[src/rtl/force_sum_pkg.sv]
// -----------------------------------------------------------------------------
// force_sum_pkg
// Shared types and sizing for the force summation scheduler: FSM state enum,
// force vector type, source FIFO entry and ID tag payloads, and the ID
// comparison helper used by the issue logic.
// -----------------------------------------------------------------------------
package force_sum_pkg;

  localparam int unsigned DATA_WIDTH     = 32;
  localparam int unsigned ID_WIDTH       = 12;
  localparam int unsigned SRC_FIFO_DEPTH = 4;
  localparam int unsigned SUM_LATENCY    = 6;
  localparam int unsigned CNT_WIDTH      = ID_WIDTH + 1;
  localparam int unsigned DRAIN_WIDTH    = $clog2(SUM_LATENCY + 1);

  // {z,y,x} FP32 force components
  typedef logic [3*DATA_WIDTH-1:0] force_vec_t;

  typedef enum logic [1:0] {
    IDLE  = 2'd0,
    RUN   = 2'd1,
    DRAIN = 2'd2,
    DONE  = 2'd3
  } state_e;

  // One buffered force sample from a source engine
  typedef struct packed {
    logic [ID_WIDTH-1:0] id;
    force_vec_t          frc;
  } src_entry_t;

  // One slot of the ID tag pipeline that shadows the summation unit
  typedef struct packed {
    logic                valid;
    logic [ID_WIDTH-1:0] id;
  } id_tag_t;

  // True when the participating head IDs disagree
  function automatic logic ids_differ(input logic [ID_WIDTH-1:0] lr_id,
                                      input logic [ID_WIDTH-1:0] sr_id,
                                      input logic [ID_WIDTH-1:0] bf_id,
                                      input logic                use_bf);
    return (lr_id != sr_id) || (use_bf && (lr_id != bf_id));
  endfunction

endpackage

[src/rtl/force_src_fifo.sv]
// -----------------------------------------------------------------------------
// force_src_fifo
// Per-source circular buffer with registered full/valid flags. A push is
// accepted only when not full; a pop is accepted only when not empty. The head
// entry is read straight out of the storage registers, so a push is visible
// at the head on the following cycle.
//
// Ports
//   clk, rst   clock, synchronous active-high reset (flushes contents)
//   push_i     write request, ignored while full
//   data_i     entry to write
//   pop_i      read request, ignored while empty
//   data_o     head entry
//   valid_o    head entry is valid (FIFO not empty)
//   full_o     FIFO holds DEPTH entries
// -----------------------------------------------------------------------------
module force_src_fifo #(
  parameter int unsigned WIDTH = 8,
  parameter int unsigned DEPTH = 4
) (
  input  logic             clk,
  input  logic             rst,
  input  logic             push_i,
  input  logic [WIDTH-1:0] data_i,
  input  logic             pop_i,
  output logic [WIDTH-1:0] data_o,
  output logic             valid_o,
  output logic             full_o
);

  localparam int unsigned AW = $clog2(DEPTH);
  localparam int unsigned CW = $clog2(DEPTH + 1);

  logic [WIDTH-1:0] mem_q [DEPTH];
  logic [AW-1:0]    wr_ptr_q;
  logic [AW-1:0]    rd_ptr_q;
  logic [CW-1:0]    count_q;
  logic [CW-1:0]    count_d;
  logic             full_q;
  logic             valid_q;
  logic             push_c;
  logic             pop_c;

  assign push_c = push_i && !full_q;
  assign pop_c  = pop_i && valid_q;

  // Occupancy is unchanged on simultaneous push and pop
  always_comb begin
    count_d = count_q;
    if (push_c && !pop_c) begin
      count_d = count_q + CW'(1);
    end else if (pop_c && !push_c) begin
      count_d = count_q - CW'(1);
    end
  end

  // Pointers, occupancy and flags; pointers wrap because DEPTH is a power of 2
  always_ff @(posedge clk) begin
    if (rst) begin
      wr_ptr_q <= '0;
      rd_ptr_q <= '0;
      count_q  <= '0;
      full_q   <= 1'b0;
      valid_q  <= 1'b0;
    end else begin
      if (push_c) begin
        wr_ptr_q <= wr_ptr_q + AW'(1);
      end
      if (pop_c) begin
        rd_ptr_q <= rd_ptr_q + AW'(1);
      end
      count_q <= count_d;
      full_q  <= (count_d == CW'(DEPTH));
      valid_q <= (count_d != '0);
    end
  end

  // Storage needs no reset; valid_q gates every use of the head
  always_ff @(posedge clk) begin
    if (push_c) begin
      mem_q[wr_ptr_q] <= data_i;
    end
  end

  assign data_o  = mem_q[rd_ptr_q];
  assign valid_o = valid_q;
  assign full_o  = full_q;

endmodule

[src/rtl/force_sum_scheduler.sv]
// -----------------------------------------------------------------------------
// force_sum_scheduler
// Buffers long-range, short-range and bonded force streams, aligns them by
// arrival order, and issues one operand triple per cycle to the fixed-latency
// summation unit. A tag pipeline shadows the summation unit so the particle ID
// emerges alongside each sum. Tracks pass progress and flags ID misalignment
// and summation latency faults.
//
// Ports
//   clk, rst                  clock, synchronous active-high reset
//   start_i                   begins a pass (IDLE/DONE only)
//   num_particles_i, bf_en_i  pass size and bonded-path enable, sampled on start
//   {lr,sr,bf}_valid_i/_id_i/_force_i   source force streams
//   {lr,sr,bf}_ready_o        source FIFO not full
//   sum_valid_in_o            issue strobe to summation unit
//   sum_force_{lr,sr,bf}_o    aligned operands (bf is zero when disabled)
//   sum_valid_out_i           summation unit result valid
//   out_id_o, out_id_valid_o  ID matching the current summed force
//   busy_o, done_o            pass status
//   err_mismatch_o, err_latency_o   sticky faults, cleared by start or rst
//   issued_cnt_o              particles issued this pass
// -----------------------------------------------------------------------------
module force_sum_scheduler
  import force_sum_pkg::*;
#(
  parameter int unsigned FIFO_DEPTH = SRC_FIFO_DEPTH
) (
  input  logic                 clk,
  input  logic                 rst,
  input  logic                 start_i,
  input  logic [CNT_WIDTH-1:0] num_particles_i,
  input  logic                 bf_en_i,
  input  logic                 lr_valid_i,
  input  logic [ID_WIDTH-1:0]  lr_id_i,
  input  force_vec_t           lr_force_i,
  input  logic                 sr_valid_i,
  input  logic [ID_WIDTH-1:0]  sr_id_i,
  input  force_vec_t           sr_force_i,
  input  logic                 bf_valid_i,
  input  logic [ID_WIDTH-1:0]  bf_id_i,
  input  force_vec_t           bf_force_i,
  output logic                 lr_ready_o,
  output logic                 sr_ready_o,
  output logic                 bf_ready_o,
  output logic                 sum_valid_in_o,
  output force_vec_t           sum_force_lr_o,
  output force_vec_t           sum_force_sr_o,
  output force_vec_t           sum_force_bf_o,
  input  logic                 sum_valid_out_i,
  output logic [ID_WIDTH-1:0]  out_id_o,
  output logic                 out_id_valid_o,
  output logic                 busy_o,
  output logic                 done_o,
  output logic                 err_mismatch_o,
  output logic                 err_latency_o,
  output logic [CNT_WIDTH-1:0] issued_cnt_o
);

  localparam int unsigned ENTRY_WIDTH = $bits(src_entry_t);
  localparam int unsigned TAG_LAST    = SUM_LATENCY - 1;

  state_e                 state_q;
  logic [CNT_WIDTH-1:0]   num_q;
  logic                   bf_en_q;
  logic [CNT_WIDTH-1:0]   issued_cnt_q;
  logic [DRAIN_WIDTH-1:0] drain_cnt_q;
  logic                   sum_valid_in_q;
  force_vec_t             op_lr_q;
  force_vec_t             op_sr_q;
  force_vec_t             op_bf_q;
  logic [ID_WIDTH-1:0]    issue_id_q;
  id_tag_t                tag_q [SUM_LATENCY];
  logic                   busy_q;
  logic                   done_q;
  logic                   err_mismatch_q;
  logic                   err_latency_q;

  src_entry_t lr_head;
  src_entry_t sr_head;
  src_entry_t bf_head;
  logic       lr_head_vld;
  logic       sr_head_vld;
  logic       bf_head_vld;
  logic       lr_full;
  logic       sr_full;
  logic       bf_full;

  logic       lr_push_c;
  logic       sr_push_c;
  logic       bf_push_c;
  logic       issue_c;
  logic       mismatch_c;

  // Bonded stream is dropped entirely while the bonded path is disabled
  assign lr_push_c = lr_valid_i && !lr_full;
  assign sr_push_c = sr_valid_i && !sr_full;
  assign bf_push_c = bf_valid_i && !bf_full && bf_en_q;

  force_src_fifo #(.WIDTH(ENTRY_WIDTH), .DEPTH(FIFO_DEPTH)) u_lr_fifo (
    .clk     (clk),
    .rst     (rst),
    .push_i  (lr_push_c),
    .data_i  ({lr_id_i, lr_force_i}),
    .pop_i   (issue_c),
    .data_o  (lr_head),
    .valid_o (lr_head_vld),
    .full_o  (lr_full)
  );

  force_src_fifo #(.WIDTH(ENTRY_WIDTH), .DEPTH(FIFO_DEPTH)) u_sr_fifo (
    .clk     (clk),
    .rst     (rst),
    .push_i  (sr_push_c),
    .data_i  ({sr_id_i, sr_force_i}),
    .pop_i   (issue_c),
    .data_o  (sr_head),
    .valid_o (sr_head_vld),
    .full_o  (sr_full)
  );

  force_src_fifo #(.WIDTH(ENTRY_WIDTH), .DEPTH(FIFO_DEPTH)) u_bf_fifo (
    .clk     (clk),
    .rst     (rst),
    .push_i  (bf_push_c),
    .data_i  ({bf_id_i, bf_force_i}),
    .pop_i   (issue_c && bf_en_q),
    .data_o  (bf_head),
    .valid_o (bf_head_vld),
    .full_o  (bf_full)
  );

  // Issue when every participating head is present and the pass is not complete
  assign issue_c = (state_q == RUN) && (issued_cnt_q != num_q) &&
                   lr_head_vld && sr_head_vld && (!bf_en_q || bf_head_vld);

  assign mismatch_c = ids_differ(lr_head.id, sr_head.id, bf_head.id, bf_en_q);

  // Pass FSM, operand registers, ID tag pipeline and fault checks
  always_ff @(posedge clk) begin
    if (rst) begin
      state_q        <= IDLE;
      num_q          <= '0;
      bf_en_q        <= 1'b0;
      issued_cnt_q   <= '0;
      drain_cnt_q    <= '0;
      sum_valid_in_q <= 1'b0;
      op_lr_q        <= '0;
      op_sr_q        <= '0;
      op_bf_q        <= '0;
      issue_id_q     <= '0;
      busy_q         <= 1'b0;
      done_q         <= 1'b0;
      err_mismatch_q <= 1'b0;
      err_latency_q  <= 1'b0;
      for (int unsigned i = 0; i < SUM_LATENCY; i++) begin
        tag_q[i] <= '0;
      end
    end else begin
      sum_valid_in_q <= issue_c;

      // Misaligned heads still issue under the lr ID; no resync is attempted
      if (issue_c) begin
        op_lr_q      <= lr_head.frc;
        op_sr_q      <= sr_head.frc;
        op_bf_q      <= bf_en_q ? bf_head.frc : '0;
        issue_id_q   <= lr_head.id;
        issued_cnt_q <= issued_cnt_q + CNT_WIDTH'(1);
        if (mismatch_c) begin
          err_mismatch_q <= 1'b1;
        end
      end

      // Fed from the registered strobe so the tail lines up with sum_valid_out
      tag_q[0] <= {sum_valid_in_q, issue_id_q};
      for (int unsigned i = 1; i < SUM_LATENCY; i++) begin
        tag_q[i] <= tag_q[i-1];
      end

      if (sum_valid_out_i != tag_q[TAG_LAST].valid) begin
        err_latency_q <= 1'b1;
      end

      case (state_q)
        IDLE, DONE: begin
          if (start_i) begin
            num_q          <= num_particles_i;
            bf_en_q        <= bf_en_i;
            issued_cnt_q   <= '0;
            err_mismatch_q <= 1'b0;
            err_latency_q  <= 1'b0;
            if (!bf_en_i) begin
              op_bf_q <= '0;
            end
            if (num_particles_i == '0) begin
              state_q <= DONE;
              busy_q  <= 1'b0;
              done_q  <= 1'b1;
            end else begin
              state_q <= RUN;
              busy_q  <= 1'b1;
              done_q  <= 1'b0;
            end
          end
        end
        RUN: begin
          // The last strobe is already out, so drain counting starts at 1
          if (issued_cnt_q == num_q) begin
            state_q     <= DRAIN;
            drain_cnt_q <= DRAIN_WIDTH'(1);
          end
        end
        DRAIN: begin
          if (drain_cnt_q == DRAIN_WIDTH'(SUM_LATENCY)) begin
            state_q <= DONE;
            busy_q  <= 1'b0;
            done_q  <= 1'b1;
          end else begin
            drain_cnt_q <= drain_cnt_q + DRAIN_WIDTH'(1);
          end
        end
        default: begin
          state_q <= IDLE;
        end
      endcase
    end
  end

  assign lr_ready_o     = !lr_full;
  assign sr_ready_o     = !sr_full;
  assign bf_ready_o     = !bf_full;
  assign sum_valid_in_o = sum_valid_in_q;
  assign sum_force_lr_o = op_lr_q;
  assign sum_force_sr_o = op_sr_q;
  assign sum_force_bf_o = op_bf_q;
  assign out_id_o       = tag_q[TAG_LAST].id;
  assign out_id_valid_o = tag_q[TAG_LAST].valid;
  assign busy_o         = busy_q;
  assign done_o         = done_q;
  assign err_mismatch_o = err_mismatch_q;
  assign err_latency_o  = err_latency_q;
  assign issued_cnt_o   = issued_cnt_q;

endmodule

[config.mk]
export PLATFORM = sky130hd
export DESIGN_NAME = force_sum_scheduler
export DESIGN_NICKNAME = d
export VERILOG_FILES = /design/src/rtl/force_sum_pkg.sv /design/src/rtl/force_src_fifo.sv /design/src/rtl/force_sum_scheduler.sv
export SDC_FILE = /design/constraint.sdc
export NUM_CORES = 2
export LEC_CHECK = 0
export CAP_MARGIN = 0
export CORE_UTILIZATION = 40
export CTS_BUF_LIST = sky130_fd_sc_hd__clkbuf_2 sky130_fd_sc_hd__clkbuf_4 sky130_fd_sc_hd__clkbuf_8
export DETAILED_ROUTE_END_ITERATION = 8
export PLACE_DENSITY = 0.58
export SLEW_MARGIN = 20
export SYNTH_ARGS = -nofsm -noshare
export SYNTH_HDL_FRONTEND = slang
export SYNTH_SLANG_ARGS = --single-unit
[constraint.sdc]
create_clock -name clk -period 10.2 [get_ports clk]
set_clock_uncertainty 0.15 [all_clocks]
set_input_delay 1.02 -clock clk [delete_from_list [all_inputs] [get_ports clk]]
set_output_delay 1.02 -clock clk [all_outputs]
set_load 0.02 [all_outputs]
Yosys cells after proc, flatten, opt, wreduce, memory -nomap -nowiden
Memories as Yosys holds them, arrays and structs flattened. A register that Yosys moved wholly into a read port is not among the register bits. Cells that the tools add are included.

Add/subtract/negate cells: 14. Equality and inequality tests: 16. Muxes and demuxes: 58. Bitwise operators: 6. Reduce and logical (&&, ||, !) cells: 46.

Operators with widths (count): $mux 96 (5); $mux 13 (9); $mux 3 (8); $ne 12x12->1 (2); $logic_and 1x1->1 (22); $mux 1 (22); $mux 2 (10); $add 13x1->13 const B (1); $eq 13x13->1 (1); $logic_not 13->1 (1); $ne 13x13->1 (1); $add 2x1->2 const B (6); $add 3x1->3 const B (4); $eq 3x3->1 const B (4); $logic_not 1->1 (10); $reduce_and 3->1 (3); $reduce_bool 3->1 (3); $sub 3x1->3 const B (3); $ne 2x2->1 const B (3); $or 1x1->1 (6); $pmux 2 s3 (1); $pmux 3 s2 (1); $eq 2x2->1 const B (2); $pmux 1 s2 (2); 8 further kinds (10).

Flip-flop bits (word level): 364. Memory bits (writable): 1374. Output and inout port bits: 322. Logic and storage cells: 173. Memories kept: 4.

Memories: u_bf_fifo.mem_q (depth 4, width 108, rd ports 1, clocked after memory_dff 1, wr ports 1, RTL line force_src_fifo.sv:34) `logic [WIDTH-1:0] mem_q [DEPTH];`; u_lr_fifo.mem_q (depth 4, width 108, rd ports 1, clocked after memory_dff 1, wr ports 1, RTL line force_src_fifo.sv:34); u_sr_fifo.mem_q (depth 4, width 108, rd ports 1, clocked after memory_dff 1, wr ports 1, RTL line force_src_fifo.sv:34); tag_q (depth 6, width 13, rd ports 6, clocked after memory_dff 0, wr ports 6, RTL line force_sum_scheduler.sv:72) `id_tag_t tag_q [SUM_LATENCY];`.

Longest topological paths before layout
Depth after elaboration: 11. Depth in mapped cells: 9. Depth with buffers taken out: 8.

Hierarchy
A second synthesis with hierarchy kept.

Cells, all modules: 3662. Area, all modules: 63848.7 sq um.

Modules (own cells, without submodules): force_src_fifo at u_bf_fifo ... (instances 2, cells an instance 628, area an instance 16114.2 sq um, seq. area each 13192.7 sq um); force_src_fifo at u_lr_fifo (instances 1, cells an instance 626, area an instance 16099.2 sq um, seq. area each 13192.7 sq um); force_sum_scheduler (instances 1, cells an instance 1780, area an instance 15521.1 sq um, seq. area each 8308.0 sq um).

Worst setup path before layout
Ideal clock, no wire load.

Kind: in2reg. Start: input port sr_valid_i. End: memory u_sr_fifo.mem_q[0][0] (netlist bit), enable pin. Arrival: 4.074 ns. Required time: 9.571 ns. Path slack: 5.497 ns. Stages on the path: 3. Buffers on the path: 1. Cells stage by stage: nor2b_1 > clkbuf_1 > and2_1.

Word-level cells in the longest chain between the ends: 4.

Ends and longest elaborated chain: start, declared (RTL line force_sum_scheduler.sv:36) `input logic sr_valid_i,`; $logic_and 1x1->1 (RTL line force_sum_scheduler.sv:96) `assign sr_push_c = sr_valid_i && !sr_full;`; $logic_and 1x1->1 (RTL line force_src_fifo.sv:44) `assign push_c = push_i && !full_q;`; $mux 1 (RTL line force_src_fifo.sv:80) `if (push_c) begin`; $mux 1 (not written as such) (RTL line force_src_fifo.sv:81) `mem_q[wr_ptr_q] <= data_i;`; end, declared (RTL line force_src_fifo.sv:34).

Every way passes these cells.

Worst setup path in the final report
Start: register bf_en_q. End: memory u_bf_fifo.mem_q[1][66] (netlist bit), enable pin.

Word-level cells in the longest chain between the ends: 4.

Ends and longest elaborated chain: start, declared (RTL line force_sum_scheduler.sv:64) `logic bf_en_q;`; start signal, assigned (RTL line force_sum_scheduler.sv:187) `bf_en_q <= bf_en_i;`; $logic_and 1x1->1 (RTL line force_sum_scheduler.sv:97) `assign bf_push_c = bf_valid_i && !bf_full && bf_en_q;`; $logic_and 1x1->1 (RTL line force_src_fifo.sv:44); $mux 1 (RTL line force_src_fifo.sv:80); $mux 1 (not written as such) (RTL line force_src_fifo.sv:81); end, declared (RTL line force_src_fifo.sv:34).

Every way passes these cells.

==> flow_summary.html <==
<table>
<tr><th>Metric</th><th>Value</th></tr>
<tr><th colspan="2">Setup path</th></tr>
<tr><td>Endpoint kind of the worst setup timing path</td><td>register</td></tr>
<tr><td>Count of cells along the worst register-to-register path</td><td>5</td></tr>
<tr><td>Critical-path maximum fanout</td><td>65</td></tr>
<tr><td>Arrival time of data at the critical path endpoint</td><td>4.80 ns</td></tr>
<tr><td>Type of the worst setup path</td><td>register to register</td></tr>
<tr><td>Ordered cell list for the critical path</td><td>buf_4 -&gt; and3_1 -&gt; and2_4 -&gt; buf_4 -&gt; buf_4</td></tr>
<tr><td>Worst EP required</td><td>~11 ns</td></tr>
<tr><td>Worst Setup Start Kind</td><td>register</td></tr>
<tr><td>Critical path's slowest cell</td><td>sky130_fd_sc_hd__buf_4</td></tr>
<tr><td>Crit path top cell by count</td><td>sky130_fd_sc_hd__buf_4</td></tr>
<tr><td>Peak per-stage delay on the critical path</td><td>just over 0.8 ns</td></tr>
<tr><th colspan="2">Route</th></tr>
<tr><td>Number of vias per cell</td><td>between 5 and 6</td></tr>
<tr><td>Pre-Repair DR Iteration Count</td><td>5</td></tr>
<tr><td>DR WL/cell</td><td>approximately 23 microns</td></tr>
<tr><td>Routed wire length</td><td>between 150 and 200 mm</td></tr>
<tr><td>Number of nets with antenna violations after detailed routing</td><td>0</td></tr>
<tr><td>Iteration-0 DRC Markers</td><td>approximately 2300</td></tr>
<tr><td>Vias after detailed routing</td><td>~34000</td></tr>
<tr><td>Remaining routing DRC violations</td><td>0</td></tr>
<tr><th colspan="2">CTS</th></tr>
<tr><td>Number of buffers added by the clock tree synthesis step</td><td>303</td></tr>
<tr><td>Clk Tree Root Cell</td><td>sky130_fd_sc_hd__clkbuf_8</td></tr>
<tr><td>Clock Pin Slew Worst Setup and Hold Paths</td><td>0.06 ns</td></tr>
<tr><td>Insertion delay of the later-clocked pin in the worst-skew pair</td><td>about 0.96 ns</td></tr>
<tr><td># resized after CTS</td><td>0</td></tr>
<tr><td># hold bufs at CTS</td><td>0</td></tr>
<tr><td>TritonCTS clock tree</td><td>done</td></tr>
<tr><td>Maximum buffer depth of the clock tree</td><td>4</td></tr>
<tr><td>Setup Fix Bufs, Post-CTS</td><td>0</td></tr>
<tr><td>Clock tree sinks</td><td>1744</td></tr>
<tr><td>H-tree Lvls</td><td>5</td></tr>
<tr><th colspan="2">Yosys</th></tr>
<tr><td>Post-synthesis instance total</td><td>~3600</td></tr>
<tr><td>Yosys reg bits</td><td>approximately 1700</td></tr>
<tr><td>Count of distinct cell types in the synthesized netlist</td><td>42</td></tr>
<tr><td>Avg Cell Area, Syn</td><td>about 17 sq um</td></tr>
<tr><td>Synth Cell Area</td><td>between 60000 and 70000 sq um</td></tr>
<tr><td>Syn_nets</td><td>between 3000 and 4000</td></tr>
<tr><td>Sequential area share after synthesis</td><td>76.6%</td></tr>
<tr><td>Yosys warnings</td><td>0</td></tr>
<tr><th colspan="2">Global route</th></tr>
<tr><td>Maximum number of pins on one net before global-route repair</td><td>approximately 150</td></tr>
<tr><td>Global router's overall resource usage</td><td>approximately a fifth</td></tr>
<tr><td>Grt ovf</td><td>0</td></tr>
<tr><td>Number of global-route vias before repair</td><td>~34000</td></tr>
<tr><td>First-pass GRT wire length</td><td>~220 mm</td></tr>
<tr><td>Number of antenna violations at the first check in global routing</td><td>between 40 and 50</td></tr>
<tr><th colspan="2">Placement</th></tr>
<tr><td>Last weighted congestion value of the routability-driven placer</td><td>between 0.7 and 0.8</td></tr>
<tr><td>PortBufs</td><td>around 670</td></tr>
<tr><td>Sum of net half-perimeters after detailed placement</td><td>about 95 mm</td></tr>
<tr><td>Setup slack after placement</td><td>5.41 ns</td></tr>
<tr><th colspan="2">Die</th></tr>
<tr><td>Number of core rows</td><td>between 100 and 150</td></tr>
<tr><td>Number of primary I/O pins</td><td>around 670</td></tr>
<tr><td>Full die area</td><td>158000 sq um</td></tr>
<tr><td>Die height</td><td>397 microns</td></tr>
<tr><td>Die X-Extent</td><td>between 300 and 400 microns</td></tr>
<tr><td>Floorplan Core Area</td><td>between 150000 and 200000 sq um</td></tr>
<tr><td>Initial cell density of the core</td><td>between 40% and 50%</td></tr>
<tr><th colspan="2">Layout</th></tr>
<tr><td>Combined area of the multi-input logic cells</td><td>~14000 sq um</td></tr>
<tr><td>Sequential Area</td><td>47900 sq um</td></tr>
<tr><td>Number of filler cells placed in the layout</td><td>13000</td></tr>
<tr><td>Layout Area Growth over Synthesis</td><td>23.9%</td></tr>
<tr><td>Share of cells above drive strength 1</td><td>between 15 and 20%</td></tr>
<tr><td>Post-layout net count</td><td>4752</td></tr>
<tr><td>Most common cell after layout, fill and taps aside</td><td>sky130_fd_sc_hd__edfxtp_1</td></tr>
<tr><td>Commonest cells after routing, fill and taps aside</td><td>1296 x sky130_fd_sc_hd__edfxtp_1, 665 x sky130_fd_sc_hd__clkdlybuf4s50_1, 533 x sky130_fd_sc_hd__nand2_1, 441 x sky130_fd_sc_hd__dfxtp_1, 341 x sky130_fd_sc_hd__clkbuf_8</td></tr>
<tr><th colspan="2">Timing</th></tr>
<tr><td>Worst path setup slack after routing</td><td>5.81 ns</td></tr>
<tr><td>Hold Worst Slack</td><td>approximately 0.25 ns</td></tr>
<tr><td>Worst Max-Slew Pin Slew</td><td>1.10 ns</td></tr>
<tr><td>Tcrit/Tclk final</td><td>43.0%</td></tr>
<tr><td>Final Hold Vio Count</td><td>0</td></tr>
<tr><td>Max frequency</td><td>approximately 230 MHz</td></tr>
<tr><td>Final setup viols</td><td>0</td></tr>
<tr><td>TNS Setup</td><td>0 ns</td></tr>
<tr><td>Count of final max-slew check failures</td><td>0</td></tr>
<tr><td>Setup repair after global routing missed its margin</td><td>false</td></tr>
<tr><td>Fin crit period</td><td>~4.4 ns</td></tr>
<tr><td>Headroom to the max-slew limit</td><td>about a quarter</td></tr>
<tr><th colspan="2">Power and ir drop</th></tr>
<tr><td>VDD IR max</td><td>between 0.0001 and 0.00015 V</td></tr>
<tr><td>Pwr per Cell Area</td><td>approximately 200 nW/um^2</td></tr>
<tr><td>Static Leakage</td><td>between 20 and 25 nW</td></tr>
<tr><th colspan="2">Job</th></tr>
<tr><td>MaxCap Viol Count</td><td>0</td></tr>
<tr><th colspan="2">Worst hold path</th></tr>
<tr><td>Worst Hold Path Cells</td><td>1</td></tr>
<tr><td>Path class of the lowest-slack min-delay path</td><td>register to register</td></tr>
<tr><th colspan="2">Run status</th></tr>
<tr><td>Run status</td><td>complete, no violations</td></tr>
</table>
## where the power goes
part / leakage [nW] / switching [mW] / internal [mW]
clock: 3.24 / 2.71 / 3.63
combinational: 5.95 / 0.730 / 0.510
sequential: 15.5 / 0.125 / 7.97
total: 24.6 / 3.57 / 12.1
## sequential cells by signal, summed over array words and instances (netlist names), 12 cells and up, named ones only
name and flops:
num_q 13, tag_q 78, issue_id_q 12, u_bf_fifo.mem_q 432
sum_force_bf_o 96, u_sr_fifo.mem_q 432, issued_cnt_o 13, u_lr_fifo.mem_q 432
sum_force_lr_o 96, sum_force_sr_o 96
## final cells by class
class                   instances  share of cell area, %
inverters                      23                  0.111
multi-input cells            1603                   17.7
clock inverters                76                  0.669
well taps                    2044                   3.30
clock buffers                 458                   7.19
diodes                         16                 0.0517
repair buffers                709                   9.09
flip-flops and latches       1744                   61.9
## metal layers
| metal | part of all wire [%] | GRT usage, % |
|---|---|---|
| met4 | 3.0 | 7.51 |
| met3 | 7.7 | 5.68 |
| met5 | 0.16 | 0 |
| met1 | 42 | 25.9 |
| met2 | 47 | 29.8 |
## critical path: cells and delay by family, from the launching register on
kind,cells,cell delay [ns]
DFF,1,0.66
and+or+nand+nor,2,0.83
buffers and inverters,3,2.25
## kinds of logic (layout without fill, tap and decap cells)
logic type,count (synthesis),in the layout,share of synthesized area [%]
AND/OR/NAND/NOR,829,829,5.73
multiplexers,330,330,11.8
buffers and inverters,229,1266,1.52
other,0,16,0
XOR/XNOR,67,67,0.939
AO/OA/AOI/OAI,354,354,2.98
flip-flops,1744,1744,76.6
adder cells (fa/ha/maj),23,23,0.460
## cells in the mapped netlist
library cell / number / area share, %
sky130_fd_sc_hd__o22a_1: 12 / 0.17
sky130_fd_sc_hd__nand2_1: 533 / 3.2
sky130_fd_sc_hd__buf_1: 23 / 0.14
sky130_fd_sc_hd__edfxtp_1: 1296 / 62
sky130_fd_sc_hd__buf_4: 2 / 0.024
sky130_fd_sc_hd__mux2i_1: 5 / 0.080
sky130_fd_sc_hd__mux4_2: 324 / 12
sky130_fd_sc_hd__xnor2_1: 30 / 0.42
sky130_fd_sc_hd__a211o_1: 1 / 0.014
sky130_fd_sc_hd__nor4b_1: 1 / 0.014
sky130_fd_sc_hd__nand2b_1: 1 / 0.010
sky130_fd_sc_hd__buf_2: 62 / 0.50
sky130_fd_sc_hd__or2_2: 2 / 0.020
sky130_fd_sc_hd__clkbuf_1: 118 / 0.71
sky130_fd_sc_hd__xor2_1: 37 / 0.52
sky130_fd_sc_hd__mux2_2: 1 / 0.018
sky130_fd_sc_hd__o211ai_1: 1 / 0.012
sky130_fd_sc_hd__o21ai_0: 5 / 0.040
sky130_fd_sc_hd__ha_1: 23 / 0.46
sky130_fd_sc_hd__a31oi_1: 3 / 0.030
sky130_fd_sc_hd__and2_0: 1 / 0.010
sky130_fd_sc_hd__nor2b_1: 81 / 0.81
sky130_fd_sc_hd__nor2_1: 53 / 0.32
sky130_fd_sc_hd__and3_1: 5 / 0.050
sky130_fd_sc_hd__nand4_1: 7 / 0.070
sky130_fd_sc_hd__o21ai_1: 1 / 0.0080
sky130_fd_sc_hd__nor4_1: 10 / 0.10
sky130_fd_sc_hd__a21boi_0: 1 / 0.012
sky130_fd_sc_hd__nor3_1: 13 / 0.10
sky130_fd_sc_hd__buf_6: 1 / 0.018
sky130_fd_sc_hd__or4_1: 1 / 0.012
sky130_fd_sc_hd__nand3_1: 105 / 0.84
sky130_fd_sc_hd__a311oi_1: 4 / 0.056
sky130_fd_sc_hd__o21bai_1: 2 / 0.024
sky130_fd_sc_hd__a21oi_1: 320 / 2.6
sky130_fd_sc_hd__nor3b_1: 3 / 0.036
sky130_fd_sc_hd__o211a_1: 1 / 0.016
sky130_fd_sc_hd__and2_1: 13 / 0.13
sky130_fd_sc_hd__a221oi_1: 1 / 0.014
sky130_fd_sc_hd__a211oi_1: 2 / 0.024
sky130_fd_sc_hd__inv_1: 23 / 0.14
sky130_fd_sc_hd__dfxtp_1: 448 / 14
## final timing paths
path / startpoint / endpoint / slack, ns
worst max-delay path: bf_en_q$_SDFFE_PP0P_ / u_bf_fifo.mem_q[1][66]$_DFFE_PP_ / 5.81
worst min-delay path: tag_q[1][9]$_SDFF_PP0_ / tag_q[2][9]$_SDFF_PP0_ / 0.25
worst max register to register: bf_en_q$_SDFFE_PP0P_ / u_bf_fifo.mem_q[1][66]$_DFFE_PP_ / 5.81
worst min register to register: tag_q[1][9]$_SDFF_PP0_ / tag_q[2][9]$_SDFF_PP0_ / 0.25
## through the flow
step / total power [mW] / utilization, % / std cells / area, sq um
2_1_floorplan: 8.95 / - / 3576 / 62500
3_3_place_gp: 9.49 / 46.1 / 6121 / 71300
3_5_place_dp: 9.51 / 46.1 / 6122 / 71300
4_1_cts: 15.9 / 50.1 / 6656 / 77400
5_1_grt: 16.3 / 50.1 / 6667 / 77400
6_report: 15.7 / 50.1 / 6673 / 77500
(Power assumes the default switching activity.)
